## src/rtl/mc_register_file.sv

```systemverilog
// Multicycle register file with A/B operand latches and write counter.
// Define MC_RF_BYPASS_EN to forward same-edge write data into A/B.
module mc_register_file #(
  parameter int DW = 32,
  parameter int AW = 5
) (
  input  logic          clk,
  input  logic          rst_n,
  input  logic [AW-1:0] rs,
  input  logic [AW-1:0] rt,
  input  logic [AW-1:0] RFWA,
  input  logic [DW-1:0] RFWD,
  input  logic          RFWE,
  input  logic          ABWE,
  input  logic [AW-1:0] dbg_addr,
  output logic [DW-1:0] A,
  output logic [DW-1:0] B,
  output logic [DW-1:0] dbg_data,
  output logic [15:0]   wr_count
);

  localparam int NREG = 1 << AW;

  logic [DW-1:0] regs_q [1:NREG-1];
  logic [DW-1:0] regs_d [1:NREG-1];
  logic [DW-1:0] a_q, a_d;
  logic [DW-1:0] b_q, b_d;
  logic [15:0]   cnt_q, cnt_d;

  logic          wr_en;
  logic [DW-1:0] rd_a;
  logic [DW-1:0] rd_b;

  assign wr_en = RFWE && (RFWA != '0);

  assign rd_a = (rs == '0) ? '0 : regs_q[rs];
  assign rd_b = (rt == '0) ? '0 : regs_q[rt];
  assign dbg_data =
    (dbg_addr == '0) ? '0 : regs_q[dbg_addr];

  always_comb begin
    regs_d = regs_q;
    if (wr_en) regs_d[RFWA] = RFWD;
  end

  always_comb begin
    a_d = a_q;
    b_d = b_q;
    if (ABWE) begin
      a_d = rd_a;
      b_d = rd_b;
`ifdef MC_RF_BYPASS_EN
      // register 0 never matches: wr_en excludes it
      if (wr_en && RFWA == rs) a_d = RFWD;
      if (wr_en && RFWA == rt) b_d = RFWD;
`endif
    end
  end

  always_comb begin
    cnt_d = cnt_q;
    if (wr_en && cnt_q != 16'hFFFF)
      cnt_d = cnt_q + 16'd1;
  end

  always_ff @(posedge clk or negedge rst_n) begin
    if (!rst_n) begin
      for (int i = 1; i < NREG; i++)
        regs_q[i] <= '0;
      a_q   <= '0;
      b_q   <= '0;
      cnt_q <= '0;
    end else begin
      regs_q <= regs_d;
      a_q    <= a_d;
      b_q    <= b_d;
      cnt_q  <= cnt_d;
    end
  end

  assign A        = a_q;
  assign B        = b_q;
  assign wr_count = cnt_q;

endmodule

```

## config.mk

```make
export PLATFORM = sky130hd
export DESIGN_NAME = mc_register_file
export DESIGN_NICKNAME = d
export VERILOG_FILES = /design/src/rtl/mc_register_file.sv
export SDC_FILE = /design/constraint.sdc
export NUM_CORES = 2
export LEC_CHECK = 0
export CAP_MARGIN = 0
export CORE_MARGIN = 2
export CORE_UTILIZATION = 55
export DETAILED_ROUTE_END_ITERATION = 7
export PLACE_DENSITY = 0.72
export SYNTH_ARGS = -nofsm -noshare
export SYNTH_HDL_FRONTEND = slang
export SYNTH_SLANG_ARGS = --single-unit
```

## constraint.sdc

```tcl
create_clock -name clk -period 4.6 [get_ports clk]
set_clock_uncertainty 0.2 [all_clocks]
set_input_delay 0.92 -clock clk [delete_from_list [all_inputs] [get_ports clk]]
set_output_delay 0.92 -clock clk [all_outputs]
set_load 0.005 [all_outputs]
```

==> summary.md <==
| Metric | Value |
|---|---|
| Worst reg2reg path endpoint | `wr_count[1]` |
| Initial core utilization | `55.3%` |
| IO buf count | `167` |
| Yosys reg bits | `1072` |
| Pwr Total | `30.4 mW` |
| Total GRT Usage | `34.5%` |
| Max_cap viols | `0` |
| Slowest stage delay, CP | `500 ps` |
| Clk Latency, worst-skew pair | `730 ps` |
| Mapped cell area | `63200 sq um` |
| Yosys warns | `0` |
| Final Slew Violations | `0` |
| Gr ovfl total | `0` |
| FMAX | `220 MHz` |
| CP dominant cell by count | `mux4_2` |
| Reg clk slew, reported paths | `60 ps` |
| Required @ worst endpoint | `3480 ps` |
| Mapped Cells | `3967` |
| Final min period | `4550 ps` |
| Die Height | `343 microns` |
| CTS sink count | `1072` |
| CP max-delay cell | `mux4_2` |
| EDFF count, synth | `0` |
| Final wirelength | `200000 microns` |
| Worst reg2reg path depth | `5` |
| Share of cells above drive strength 1 | `58.1%` |
| Post-synthesis mux area share | `49.4%` |
| TritonCTS clock tree | `done` |
| Dominant cells by area after synthesis | `dfrtp_1 42%, mux4_2 28%, mux2_2 20%` |
| Die Wd | `343 microns` |
| Max Buffers Root-to-Sink | `3` |
| Final Setup Violations | `0` |
| CP Class | `in -> out` |
| DR iter-0 viols | `5088` |
| Worst-Margin Slew | `1420 ps` |
| Fin nets | `4082` |
| Crit Path Max Fanout | `20` |
| Global-route wire length before repair | `295000 microns` |
| XOR/XNOR share of the synthesized area | `0.208%` |
| Count of different cell masters after synthesis | `46` |
| Post-Synth Adder-Cell Area | `0.0198%` |
| Min-delay worst type | `in -> async` |
| Area Overhead vs Synth | `13.5%` |
| Fillers | `8258` |
| Total CTS buffers | `117` |
| Placer Congestion | `0.865` |
| CTS H-Tree Depth | `3` |
| Rel. slew slack | `4.45%` |
| Status | `complete, no violations` |
| Average instance area after synthesis | `15.9 sq um` |
| HPWL Detailed | `123000 microns` |
| Die Area | `118000 sq um` |
| Pre-antenna DRT Iters | `5` |
| Reg area | `26800 sq um` |
| Register area share after synthesis | `42.5%` |
| Vias per cell | `7.40` |
| Area leader, netlist | `dfrtp_1` |
| CTS resizes | `0` |
| FF-to-FF setup slack | `2120 ps` |
| DR WL/cell | `35.5 microns` |
| Most used DFF post-synth | `dfrtp_1` |
| Largest family of logic cells by synthesized area | `multiplexers` |
| Share of the synthesized area in the top cell type | `42.5%` |
| Net Count, Synth | `4024` |
| Compound-Gate Fraction of Synth Area | `3.91%` |
| Worst r2r src | `wr_count[6]` |
| Number of global-route vias before repair | `42100` |
| Critical Path Source Type | `primary input` |
| Critical path cell sequence | `buf_8 -> buf_12 -> buf_4 -> mux4_2 -> mux4_2 -> mux2_2 -> clkdlybuf4s50_1` |
| Final period util | `98.9%` |
| RSZ-0062 raised after global routing | `no` |
| Largest net degree at the start of global routing | `126` |
| Pwr Density | `424 nW/um^2` |
| Final std cells w/o fill | `5636` |
| Placed Cells incl. Taps | `5418` |
| Root buffer cell | `clkbuf_16` |
| Setup Fix Bufs, Post-CTS | `0` |
| Post-Synth Simple-Gate Area | `0.937%` |
| Top-level port count | `168` |
| P_leak | `29.8 nW` |
| Worst endpoint data arrival time | `3430 ps` |
| Count leader, synth | `mux2_2` |
| Core area | `114000 sq um` |
| Area of the multi-input gates | `34600 sq um` |
| Initial antenna violation count | `9` |
| Crit end category | `output port` |
| Hold_buf cts | `0` |
| Final Hold Viols | `0` |
| Detail Route Antenna Nets | `0` |
| Setup_tns | `0 ps` |
| Site Rows | `124` |
| Vias | `41700` |
| DRC Markers | `0` |
| Post-synth top cells | `1119 x mux2_2, 1072 x dfrtp_1, 788 x mux4_2` |
| FFs w/ async S/R, synth | `100%` |
| Peak VDD IR | `0.331 mV` |
==> cells by family (layout without fill, tap and decap cells) <==
family	count (synthesis)	count (layout)
AO/OA/AOI/OAI	305	305
other	0	2
flip-flops	1072	1072
buffers and inverters	468	623
multiplexers	1989	1989
XOR/XNOR	15	15
adder cells (fa/ha/maj)	1	1
AND/OR/NAND/NOR	117	117
==> placed cells by master (no fill, tap or decap), types with 8 or more instances in the layout <==
cell type	n
nor3b_1	8
bufinv_16	12
clkbuf_1	18
mux2_1	8
mux2i_1	74
clkbuf_8	29
a221o_1	120
buf_4	165
nor2_4	18
clkbuf_16	118
o211ai_1	63
nand2_2	15
a22o_1	31
dfrtp_1	1072
nor3_1	10
nand2_1	17
xor2_1	12
mux2_2	1119
clkinv_2	25
clkdlybuf4s50_1	153
buf_12	70
a21oi_1	66
nand3_1	10
mux4_2	788
==> how the worst max path moves through the flow <==
stage / end / depth (start not counted) / slack (ps) / from
after global placement: dbg_data[25] / 7 / 60 / dbg_addr[0]
after CTS: dbg_data[25] / 7 / 60 / dbg_addr[0]
after global routing: dbg_data[25] / 7 / 20 / dbg_addr[0]
after floorplan: dbg_data[0] / 7 / 620 / dbg_addr[1]
final: dbg_data[25] / 7 / 50 / dbg_addr[0]
after detailed placement: dbg_data[25] / 7 / 60 / dbg_addr[0]
==> through the flow <==
step	area [sq um]	hold slack [ps]	utilization, %	setup WS (ps)
floorplan	63200	277	-	625
CTS	71700	69.8	62.8	58.2
detailed placement	67600	282	59.2	59.5
global placement	67600	277	59.2	57.4
global route	71700	71.4	62.8	18.0
finish	71700	25.5	62.8	49.8
==> critical path, delay by kind of cell <==
| kind | cells | cell delay, ps |
|---|---|---|
| buffers and inverters | 4 | 1140 |
| muxes | 3 | 1320 |
==> layer usage <==
metal  track usage [%]  up-vias  part of all wire (%)
met1              49.3    22400                    39
met4              13.0       10                   4.2
met2              52.3     2521                    46
met5                 0        -                 0.031
met3              7.67      509                    10
li1                  -    16200                     -
==> power by group <==
group	switching, mW	internal (mW)
Sequential	1.87	11.3
Clock	4.07	5.84
Combinational	2.62	4.75
Total	8.56	21.9
==> area by class of cell <==
cell class | count | share of cell area, %
multi-input cells | 2427 | 48.2
flip-flops and latches | 1072 | 37.4
repair buffers | 399 | 6.02
clock buffers | 165 | 4.77
well taps | 1512 | 2.64
clock inverters | 51 | 0.902
inverters | 8 | 0.0436
diodes | 2 | 0.00698
==> state kept, by name, summed over array words and instances (netlist names) <==
name and count:
regs_q 992, wr_count 16, B 32, A 32
Note: power is estimated with default switching activity, not from simulation.
